$ cat src/rtl/mem_bus_ctrl.sv
// rtl/mem_bus_ctrl.sv - MEM-stage load/store controller driving the shared system bus handshake.
// Optional ACCESS-state timeout abort is enabled by defining MEM_BUS_TIMEOUT_EN.
module mem_bus_ctrl #(
  parameter int TIMEOUT_CYCLES = 255
) (
  input  logic        clk,
  input  logic        reset,
  input  logic        stall,
  input  logic        flush,
  input  logic        ex_en,
  input  logic [1:0]  ex_mem_op,
  input  logic [31:0] ex_mem_addr,
  input  logic [31:0] ex_mem_wr_data,
  input  logic [31:0] ex_out,
  output logic [31:0] out,
  output logic        miss_align,
  output logic        busy,
  output logic        bus_req_,
  input  logic        bus_grant_,
  output logic        bus_as_,
  output logic        bus_rw,
  output logic [29:0] bus_addr,
  output logic [31:0] bus_wr_data,
  input  logic [31:0] bus_rd_data,
  input  logic        bus_rdy_,
  output logic        bus_err
);

  typedef enum logic [1:0] {IDLE, REQ, ACCESS, STALL} state_t;

  localparam logic [1:0] OP_LDW = 2'b01;
  localparam logic [1:0] OP_STW = 2'b10;

  state_t      state;
  state_t      state_nxt;
  logic [31:0] rd_buf;
  logic        mem_acc;
  logic        valid;
  logic        done;
  logic        expire;

  assign mem_acc    = ex_en & ((ex_mem_op == OP_LDW) | (ex_mem_op == OP_STW));
  assign miss_align = mem_acc & (ex_mem_addr[1:0] != 2'b00);
  assign valid      = mem_acc & ~miss_align & ~flush;
  assign done       = (state == ACCESS) & ~bus_rdy_;

`ifdef MEM_BUS_TIMEOUT_EN
  localparam logic [7:0] TMO_LAST = 8'(TIMEOUT_CYCLES - 1);

  logic [7:0] tmo_cnt;

  // Completion wins over expiry because expire requires bus_rdy_ still high.
  assign expire = (state == ACCESS) & bus_rdy_ & (tmo_cnt == TMO_LAST);

  always_ff @(posedge clk or posedge reset) begin
    if (reset) begin
      tmo_cnt <= 8'd0;
      bus_err <= 1'b0;
    end else begin
      bus_err <= expire;
      if (state == REQ)
        tmo_cnt <= 8'd0;
      else if (state == ACCESS && bus_rdy_)
        tmo_cnt <= tmo_cnt + 8'd1;
    end
  end
`else
  logic unused_timeout_cfg;

  assign expire             = 1'b0;
  assign bus_err            = 1'b0;
  assign unused_timeout_cfg = ^TIMEOUT_CYCLES;
`endif

  always_ff @(posedge clk or posedge reset) begin
    if (reset)
      state <= IDLE;
    else
      state <= state_nxt;
  end

  always_comb begin
    state_nxt = state;
    case (state)
      IDLE:    if (valid) state_nxt = REQ;
      REQ: begin
        if (flush)
          state_nxt = IDLE;
        else if (!bus_grant_)
          state_nxt = ACCESS;
      end
      ACCESS: begin
        if (done)
          state_nxt = stall ? STALL : IDLE;
        else if (expire)
          state_nxt = IDLE;
      end
      STALL:   if (!stall) state_nxt = IDLE;
      default: state_nxt = IDLE;
    endcase
  end

  always_comb begin
    busy = 1'b0;
    out  = 32'd0;
    case (state)
      IDLE: begin
        busy = valid;
        out  = mem_acc ? 32'd0 : ex_out;
      end
      REQ:    busy = 1'b1;
      ACCESS: begin
        busy = ~done & ~expire;
        if (done && bus_rw)
          out = bus_rd_data;
      end
      STALL:  if (bus_rw) out = rd_buf;
      default: ;
    endcase
  end

  // Bus strobes are registered; address strobe falls for the first ACCESS cycle only.
  always_ff @(posedge clk or posedge reset) begin
    if (reset) begin
      bus_req_    <= 1'b1;
      bus_as_     <= 1'b1;
      bus_rw      <= 1'b1;
      bus_addr    <= 30'd0;
      bus_wr_data <= 32'd0;
      rd_buf      <= 32'd0;
    end else begin
      bus_as_ <= 1'b1;
      case (state)
        IDLE: begin
          if (valid) begin
            bus_req_    <= 1'b0;
            bus_addr    <= ex_mem_addr[31:2];
            bus_rw      <= (ex_mem_op == OP_LDW);
            bus_wr_data <= ex_mem_wr_data;
          end
        end
        REQ: begin
          if (flush)
            bus_req_ <= 1'b1;
          else if (!bus_grant_)
            bus_as_ <= 1'b0;
        end
        ACCESS: begin
          if (done) begin
            bus_req_ <= 1'b1;
            rd_buf   <= bus_rd_data;
          end else if (expire) begin
            bus_req_ <= 1'b1;
          end
        end
        default: ;
      endcase
    end
  end

endmodule

$ cat config.mk
export PLATFORM = sky130hd
export DESIGN_NAME = mem_bus_ctrl
export DESIGN_NICKNAME = d
export VERILOG_FILES = /design/src/rtl/mem_bus_ctrl.sv
export SDC_FILE = /design/constraint.sdc
export NUM_CORES = 1
export LEC_CHECK = 0
export BUFFER_PORTS_ARGS = -buffer_cell sky130_fd_sc_hd__buf_4
export CELL_PAD_IN_SITES_DETAIL_PLACEMENT = 2
export CELL_PAD_IN_SITES_GLOBAL_PLACEMENT = 2
export CORE_ASPECT_RATIO = 1.2
export CORE_MARGIN = 4
export CORE_UTILIZATION = 26
export CTS_CLUSTER_DIAMETER = 150
export CTS_CLUSTER_SIZE = 28
export DETAILED_ROUTE_END_ITERATION = 10
export GPL_ROUTABILITY_DRIVEN = 0
export HOLD_SLACK_MARGIN = 0.03
export PLACE_DENSITY_LB_ADDON = 0.1
export SYNTH_ARGS = -nofsm -noshare
export SYNTH_HDL_FRONTEND = slang
export SYNTH_SLANG_ARGS = --single-unit
$ cat constraint.sdc
create_clock -name clk -period 3 [get_ports clk]
set_input_delay 0.45 -clock clk [delete_from_list [all_inputs] [get_ports clk]]
set_output_delay 0.45 -clock clk [all_outputs]
set_load 0.01 [all_outputs]
==> results.md, run 1 <==
- Most frequent cells after synthesis: 96 x dfrtp_1, 59 x mux2_4, 36 x a21oi_1
- M1 GR Usage: between 10% and 20%
- Postcts setup bufs: 0
- Number of H-tree levels: 3
- Final hold violations: 0
- Clk slew on worst S/H paths: roughly 0.080 ns
- Slew Viols, Final: 0
- Distinct cells, synth: 36
- Crit Path Max Fanout: 21
- Power share of the clock group: about 17%
- Flop pwr share: a little under two fifths
- Hold-fix buffers, CTS: 0
- Fin Hold WS: 0.139 ns
- Ant diodes: 0
- Synth top area cells: dfrtp_1 46%, mux2_4 17%, mux2_2 7.3%, and3b_1 5.5%, and2_1 3.8%
- Pleak: 3.89 nW
- Via density: 4.59
- I/O pins: about 240
- Placement Rows: 56
- Met2 Usage GRT: 26.6%
- Layout cells sized above 1: between 50% and 60%
- Die Ht: 164 um
- Post-synthesis sequential area ratio: 47.3%
- Slew margin rel.: a little under 60%
- Total grt overflow: 0
- Post-DP Area: 7270 um2
- #FFs+latches synth: 99
- Largest net degree at the start of global routing: 38
- # DRC: 0
- Final worst slack: approximately 0.32 ns
- Antenna Nets Post-Route: 0
- GRT Total Usage: between 10% and 20%
- Worst clock skew: 0.0130 ns
- CP arrival: 2.23 ns
- DP Cell Count: 904
- Clk sink count: 99
- CORE AREA: 19700 um2
- Syn Inst Count: 432
- Port Buffers: 235
- Worst Setup End Kind: primary output
- Worst Hold Class: in2async
- Final core utilization: 38.4%
- Yosys top cell area share: 45.8%
- Vias in the first global route: 4929
- First-pass GRT wire length: 27200 um
- Non-Filler Instances: between 900 and 1000
- Outcome: complete, no violations
- Maxcap violations: 0
- Count leader, synth: dfrtp_1
- Post-route minimum period: 2.68 ns
- Root Driver: clkbuf_16
- Peak Freq: around 370 MHz
- Fillers: 2088
- Synth warnings: 0
- Setup TNS: 0 ns
- Cell internal pwr: 4.33 mW
- CTS tree: done
- DP HPWL: 13100 um
- Starting DRT DRC Count: 86
- Comb power frac: 45.8%
- Post-place setup slack: 0.635 ns
- Met3 Usage GRT: 5.76%
- Cell taking the most area after synthesis: dfrtp_1
- Via Count: 4218
- VDD IR max: approximately 0.00036 V
- Crit path kind: reg2out
- Starting Density: 26.6%
- Total power: 6.59 mW
- Initial antenna violation count: 0
- Final setup fails: 0
- Post-route clock period utilization: 89.5%
- EDFF count, synth: 0
- CTS resizes: 0
- Gr busiest metal: met2
- Cts bufs inserted: 9
- Switching Fraction: 34.4%
- Clk_lat worst skew: 0.35 ns
- NetSw: 2.27 mW
- CTS max path bufs: 2
- Synthesized Nets: 576
- Area growth from synthesis to layout: 44.0%
- Fraction of registers with async set/reset: 100%
- Pwr dens: 873 nW/um2
- Wire per inst: between 15 and 20 um
- Drt pass-1 iters: 4
- RSZ-0062 raised after global routing: false
- DIE AREA: about 23000 um2
- Post-layout instance area: ~7600 um2
- Mapped Area: 5250 um2
- CP Data Required Time: 2.55 ns
- CP startpoint kind: flip-flop
- Die width: about 140 um
- Most used DFF post-synth: dfrtp_1
- Syn avg cell area: 12.1 um2
- Final-stage net count: between 700 and 800
- DRT Wirelength: 17500 um
- Slew @ Worst Pin: 0.633 ns
[worst max-delay path, cell delays in order (launching register included)]
cell     delay [ns]
dfrtp_1        0.45
ha_1           0.48
buf_4          0.32
and2_1         0.15
o21ai_0        0.11
a21oi_1        0.22
buf_4          0.14
[placed cells by master, fill, tap and decap left out, drive strengths merged, types with 2 or more instances in the layout]
cell and instances:
a2111oi 2, a21oi 36, and2 32, and3b 33
buf 246, clkbuf 9, clkinv 3, dfrtp 96
dfstp 3, ha 7, inv 9, mux2 95
nand2 3, nand2b 2, nand3 33, nor2 2
o21ai 32
[per-layer routing]
| metal | vias up | share of wire (%) |
|---|---|---|
| met3 | 14 | 8.7 |
| met5 | - | 0 |
| met2 | 142 | 51 |
| met1 | 2100 | 39 |
| met4 | 0 | 0.96 |
| li1 | 1962 | - |
[final timing paths]
| check | startpoint | endpoint | slack, ns | cells after the start |
|---|---|---|---|---|
| max | state[0] | out[31] | 0.32 | 6 |
| min | reset | bus_addr[4] | 0.14 | 2 |
| max reg2reg | state[0] | rd_buf[20] | 0.69 | 6 |
| min reg2reg | rd_buf[29] | rd_buf[29] | 0.49 | 1 |
| max in group asynchronous | reset | bus_as_ | 2.04 | 3 |
| min in group clk | ex_mem_wr_data[13] | bus_wr_data[13] | 0.32 | 2 |
[cell families after synthesis]
kind of cell / Yosys count / share of synthesized area [%]
muxes: 95 / 24.6
AOI/OAI and AO/OA: 78 / 8.04
DFF: 99 / 47.3
buffers and inverters: 42 / 4.03
other: 1 / 0.0715
and+or+nand+nor: 110 / 14.3
adders and majority gates: 7 / 1.67
[registers in the layout, indices dropped and copies added (netlist names)]
register / cells
bus_as_: 1
bus_wr_data: 32
bus_rw: 1
bus_req_: 1
rd_buf: 32
state: 2
bus_addr: 30
[power by group through the flow]
| stage | clock, mW | sequential [mW] | combinational [mW] |
|---|---|---|---|
| after floorplan | 0 | 2.52 | 1.49 |
| after global routing | 1.26 | 2.53 | 3.29 |
| after detailed placement | 0 | 2.44 | 3.11 |
| after CTS | 1.20 | 2.44 | 3.11 |
| after global placement | 0 | 2.40 | 3.01 |
| final | 1.15 | 2.42 | 3.02 |
[area by class of cell]
type,count,area [um2],share of cell area [%]
Inverter,7,30.0,0.398
Multi-Input combinational cell,291,2560,33.9
Tap cell,261,327,4.32
Timing Repair Buffer,246,1870,24.8
Clock buffer,9,225,2.98
Sequential cell,99,2480,32.9
Clock inverter,6,57.6,0.762
Power figures use the tool's default switching activity.
==> run 2: changes to the inputs <==
- clock period: 3 -> 2.4 ns (I/O delays scaled with it)
==> run 2 against run 1 <==
Utilization rose by 0.74 points; non-clock buffer count grew 5; via count up 0.28%; critical path depth rose by 1; sequential power up 26%; cell area is 1.9% higher; critical path type unchanged; largest power group unchanged.
==> results.md, run 2 (synthesized netlist as in run 1, its figures left out) <==
- Reg area: 2490 um2 (+0.20%)
- CP Data Required Time: 2.04 ns (-0.51 ns)
- Fillers: 2058 (-1.4%)
- First-pass GRT wire length: 27200 um (about the same)
- Pwr dens: 1090 nW/um2 (+25%)
- CP startpoint kind: flip-flop
- Outcome: complete, no violations
- Placement Rows: 56 (unchanged)
- Clk_lat worst skew: 0.35 ns (about the same)
- CTS tree: done
- R2r endpoint: rd_buf[23]
- Clk sink count: 99 (unchanged)
- Number of H-tree levels: 3 (unchanged)
- Vias in the first global route: 4919 (-0.20%)
- Die Ht: 164 um (unchanged)
- Length in cells of the worst reg-to-reg path: 6 (unchanged)
- Pleak: 3.94 nW (+1.4%)
- Total grt overflow: 0 (unchanged)
- Die width: 138 um (unchanged)
- Crit Path Max Fanout: 11 (-48%)
- NetSw: 2.86 mW (+26%)
- Wire per inst: 19.0 um (-0.25%)
- Slew @ Worst Pin: 0.544 ns (-0.0887 ns)
- Reg2reg start: state[0]
- Via density: 4.57 (-0.37%)
- Largest net degree at the start of global routing: 38 (unchanged)
- Post-DP Area: 7340 um2 (+1.0%)
- Power share of the clock group: 17.4% (about the same)
- Initial antenna violation count: 0 (unchanged)
- Cts bufs inserted: 9 (unchanged)
- Starting Density: 26.6% (unchanged)
- Commonest non-fill, non-tap cell in the layout: buf_4
- Layout cells sized above 1: 56.3% (+1.2 points)
- Port Buffers: 235 (unchanged)
- Cell internal pwr: 5.55 mW (+28%)
- CP arrival: 1.96 ns (-0.27 ns)
- Area occupied by multi-input gates: 2580 um2 (+0.68%)
- DP HPWL: 13300 um (+1.0%)
- Fin Hold WS: 0.0610 ns (-0.0785 ns)
- Clk slew on worst S/H paths: 0.07 ns (about the same)
- Top Registers: bus_wr_data (32), rd_buf (32), bus_addr (30)
- Slew margin rel.: 63.7% (+5.8 points)
- Peak Freq: roughly 430 MHz
- Setup TNS: 0 ns (unchanged)
- Flop pwr share: 36.3% (-0.5 points)
- Drt pass-1 iters: 3 (-1)
- Post-place setup slack: 0.273 ns (-0.362 ns)
- DIE AREA: 22500 um2 (unchanged)
- Switching Fraction: 34.0% (-0.40 points)
- Final worst slack: 0.0803 ns (-0.236 ns)
- Final hold violations: 0 (unchanged)
- Final core utilization: 39.1% (+0.74 points)
- Ant diodes: 0 (unchanged)
- Via Count: 4230 (+0.28%)
- Crit path kind: reg2out
- Final setup fails: 0 (unchanged)
- I/O pins: 237 (unchanged)
- Worst Hold Class: in2async
- Antenna Nets Post-Route: 0 (unchanged)
- Comb power frac: 46.4% (+0.6 points)
- Most frequent cells in the layout: 242 x buf_4, 95 x dfrtp_1, 59 x mux2_4
- Root Driver: clkbuf_16
- CTS max path bufs: 2 (unchanged)
- # DRC: 0 (unchanged)
- Post-layout instance area: 7700 um2 (+1.9%)
- R2R setup slack: 0.43 ns (-0.26 ns)
- Post-route clock period utilization: 96.7%
- Final-stage net count: 803 (+0.63%)
- Post-route minimum period: roughly 2.3 ns
- VDD IR max: 0.000432 V (+20%)
- Starting DRT DRC Count: 100 (+16%)
- CORE AREA: 19700 um2 (unchanged)
- Slew Viols, Final: 0 (unchanged)
- Maxcap violations: 0 (unchanged)
- Worst Setup End Kind: primary output
- Area growth from synthesis to layout: 46.8%
- GRT Total Usage: 15.5% (+0.17 points)
- Worst clock skew: 0.00752 ns (-0.00551 ns)
- DRT Wirelength: 17500 um (+0.40%)
run 2: layout make-up:
type,count,share of cell area (%)
inverter,7,0.390
timing repair buffer,251,25.8
clock buffer,10,3.10
tap,261,4.24
sequential,99,32.3
multi-input combinational,291,33.5
clock inverter,6,0.715
run 2: power by group through the flow:
stage | logic, mW | clock network [mW] | registers [mW]
final | 3.90 | 1.46 | 3.05
after detailed placement | 3.91 | 0 | 3.06
after global routing | 4.25 | 1.59 | 3.18
after CTS | 3.93 | 1.53 | 3.07
after global placement | 3.77 | 0 | 3.03
after floorplan | 1.86 | 0 | 3.15
run 2: worst max-delay path: stages (launching register included):
cell,delay (ns)
dfrtp_2,0.45
inv_2,0.11
ha_2,0.23
buf_6,0.16
and3b_1,0.17
o21ai_0,0.13
a21oi_1,0.22
buf_4,0.16
run 2: routing by layer:
metal	global-route usage, %	routed length [um]
met4	3.09	158
met2	27.7	9230
met5	0	0
met1	18.0	6740
met3	5.18	1420
run 2: metrics by stage:
| step | total power, mW | cells |
|---|---|---|
| detailed placement | 6.97 | 907 |
| finish | 8.40 | 925 |
| global route | 9.02 | 925 |
| CTS | 8.52 | 923 |
| global placement | 6.80 | 907 |
| floorplan | 5.01 | 432 |
run 2: how the worst max path moves through the flow:
stage	start	endpoint	slack (ns)	depth (start not counted)
final	state[0]	out[9]	0.08	7
after global routing	state[0]	out[12]	-0.02	7
after CTS	state[0]	out[20]	-0.0009	7
after detailed placement	state[0]	rd_buf[23]	0.27	6
after global placement	state[0]	out[21]	0.31	7
after floorplan	ex_mem_op[1]	busy	0.39	6
run 2: repair_timing:
action | CTS | global route
resized for setup | 4 | 9
gates cloned | 0 | 0
setup buffers | 0 | 2
hold buffers | 0 | 0
pin swaps | 0 | 2
setup endpoints to repair | 32 | 27
==> run 3: changes to the inputs <==
- PLACE_DENSITY_LB_ADDON: 0.1 -> 0.08
==> run 3 against run 2 <==
Combinational power hardly changed; utilization increased by 0.14 points; register-to-register slack improved by 0.07 ns; clock power up 13%; sequential power hardly changed; final cell count is the same; maximum frequency grew 3.2%; sequential cell count stayed put; count of clock-buffer cells in the layout is the same; highest routed layer unchanged.
==> results.md, run 3 (synthesized netlist as in run 1, its figures left out) <==
- Clk slew on worst S/H paths: 0.07 ns (about the same)
- CTS tree: done
- Number of H-tree levels: 3 (unchanged)
- Slew margin rel.: 63.7% (about the same)
- Outcome: complete, no violations
- Die width: 138 um (unchanged)
- Worst Hold Class: in2async
- Crit path max-delay family: flip-flops
- Pleak: 3.96 nW (+0.43%)
- Slew Viols, Final: 0 (unchanged)
- First-pass GRT wire length: 27500 um (+1.1%)
- Slowest cell on the critical path: dfrtp_2
- Initial antenna violation count: 0 (unchanged)
- Worst clock skew: 0.00450 ns (-0.00302 ns)
- Final hold violations: 0 (unchanged)
- Crit path top cell by count: buf_4
- Final-stage net count: 803 (unchanged)
- CTS max path bufs: 2 (unchanged)
- Fin Hold WS: 0.185 ns (+0.124 ns)
- Die Ht: 164 um (unchanged)
- CP Data Required Time: 2.04 ns (about the same)
- Worst Setup End Kind: primary output
- Clk_lat worst skew: 0.35 ns (about the same)
- DP HPWL: 12900 um (-3.0%)
- Drt pass-1 iters: 4 (+1)
- Most frequent cells in the layout: 244 x buf_4, 95 x dfrtp_1, 59 x mux2_4
- Slew @ Worst Pin: 0.545 ns (+0.000660 ns)
- Via Count: 4233 (+0.071%)
- VDD IR max: 0.000451 V (+4.5%)
- Worst path cell trace: inv_4 -> ha_4 -> buf_4 -> and3b_1 -> o21ai_0 -> a21oi_1 -> buf_4
- Post-route clock period utilization: 93.7% (-3.0 points)
- CP startpoint kind: flip-flop
- DP Cell Count: 907 (unchanged)
- Largest net degree at the start of global routing: 100 (+160%)
- Clk sink count: 99 (unchanged)
- Commonest non-fill, non-tap cell in the layout: buf_4
- # DRC: 0 (unchanged)
- Non-Filler Instances: 925 (unchanged)
- CP arrival: 1.89 ns (-0.07 ns)
- Antenna Nets Post-Route: 0 (unchanged)
- Vias in the first global route: 4913 (-0.12%)
- DRT Wirelength: 17500 um (-0.26%)
- Final setup fails: 0 (unchanged)
- Setup TNS: 0 ns (unchanged)
- GRT Total Usage: 15.7% (+0.14 points)
- Root Driver: clkbuf_16
- Peak Freq: 445 MHz (+3.2%)
- Cts bufs inserted: 9 (unchanged)
- Pwr dens: 1110 nW/um2 (+1.8%)
- I/O pins: 237 (unchanged)
- Post-route minimum period: 2.25 ns (-0.0717 ns)
- Layout cells sized above 1: 56.3% (unchanged)
- Placement Rows: 56 (unchanged)
- Max incr delay on CP: 0.44 ns (about the same)
- Area growth from synthesis to layout: 47.3%
- Length in cells of the worst reg-to-reg path: 6 (unchanged)
- Top Registers: bus_wr_data (32), rd_buf (32), bus_addr (30)
- Ant diodes: 0 (unchanged)
- Total grt overflow: 0 (unchanged)
- Via density: 4.58 (about the same)
- Maxcap violations: 0 (unchanged)
- Port Buffers: 235 (unchanged)
- CORE AREA: 19700 um2 (unchanged)
- Starting DRT DRC Count: 64 (-36%)
- Buffers and inverters on the worst path: 3 (unchanged)
- RSZ-0062 raised after global routing: false
- Wire per inst: 18.9 um (-0.26%)
- Instance count on the critical path: 7 (unchanged)
- Fillers: 2064 (+0.29%)
- Crit Path Max Fanout: 7 (-4)
- DIE AREA: 22500 um2 (unchanged)
- Starting Density: 26.6% (unchanged)
- Crit path kind: reg2out
==> run 3: cell types whose count changed in the layout (fill, tap and decap cells not counted), moves of 2 or more <==
| cell | delta |
|---|---|
| buf_12 | -2 |
| bufinv_16 | +2 |
| clkinvlp_4 | -2 |
| inv_8 | -2 |
| buf_4 | +2 |
==> run 3: timing repair <==
action / 4_1_cts / 5_1_grt
hold buffers: 0 / 0
pin swaps: 0 / 3
buffers inserted: 0 / 2
setup endpoints to repair: 32 / 29
gates resized for setup: 6 / 7
==> run 3: stage by stage <==
step | power [mW] | worst slack [ns] | area [um2] | util, %
2_1_floorplan | 5.01 | 0.394 | 5250 | -
3_3_place_gp | 6.81 | 0.313 | 7330 | 37.2
3_5_place_dp | 6.99 | 0.205 | 7330 | 37.2
4_1_cts | 8.75 | 0.0200 | 7680 | 39.0
5_1_grt | 9.20 | 0.00929 | 7720 | 39.2
6_report | 8.59 | 0.152 | 7720 | 39.2
==> run 3: metal layers <==
metal,track usage (%),share of wire [%],up-vias
met2,27.8,52,134
li1,-,-,1982
met4,5.04,1.4,0
met3,3.97,7.0,11
met5,0,0,-
met1,18.3,40,2106
==> run 3: worst reg2reg max path, cell delays in order (launching register included) <==
cell	delay, ns
dfrtp_2	0.46
inv_4	0.11
ha_4	0.19
buf_8	0.16
nor2b_4	0.15
buf_4	0.31
mux2_2	0.40
==> run 3: where the power goes <==
group | internal, mW | total, mW | switching (mW)
clock network | 0.957 | 1.65 | 0.688
logic | 2.28 | 3.88 | 1.61
registers | 2.51 | 3.06 | 0.547
total | 5.75 | 8.59 | 2.84
==> run 3: final cells by class <==
cell class,instances,area [um2],area share (%)
Clock inverter,6,95.1,1.23
Inverter,7,32.5,0.421
Tap cell,261,327,4.23
Sequential cell,99,2490,32.2
Clock buffer,10,239,3.09
Multi-Input combinational cell,291,2590,33.5
Timing Repair Buffer,251,1960,25.3
==> run 3: path summary, 6_finish.rpt <==
path,from,endpoint,slack (ns)
setup / recovery,state[0],out[13],0.15
hold / removal,reset,bus_wr_data[8],0.19
setup reg to reg,state[0],rd_buf[13],0.50
hold reg to reg,rd_buf[29],rd_buf[29],0.48
max in group asynchronous,reset,bus_req_,1.81
min in group clk,bus_grant_,bus_as_,0.22
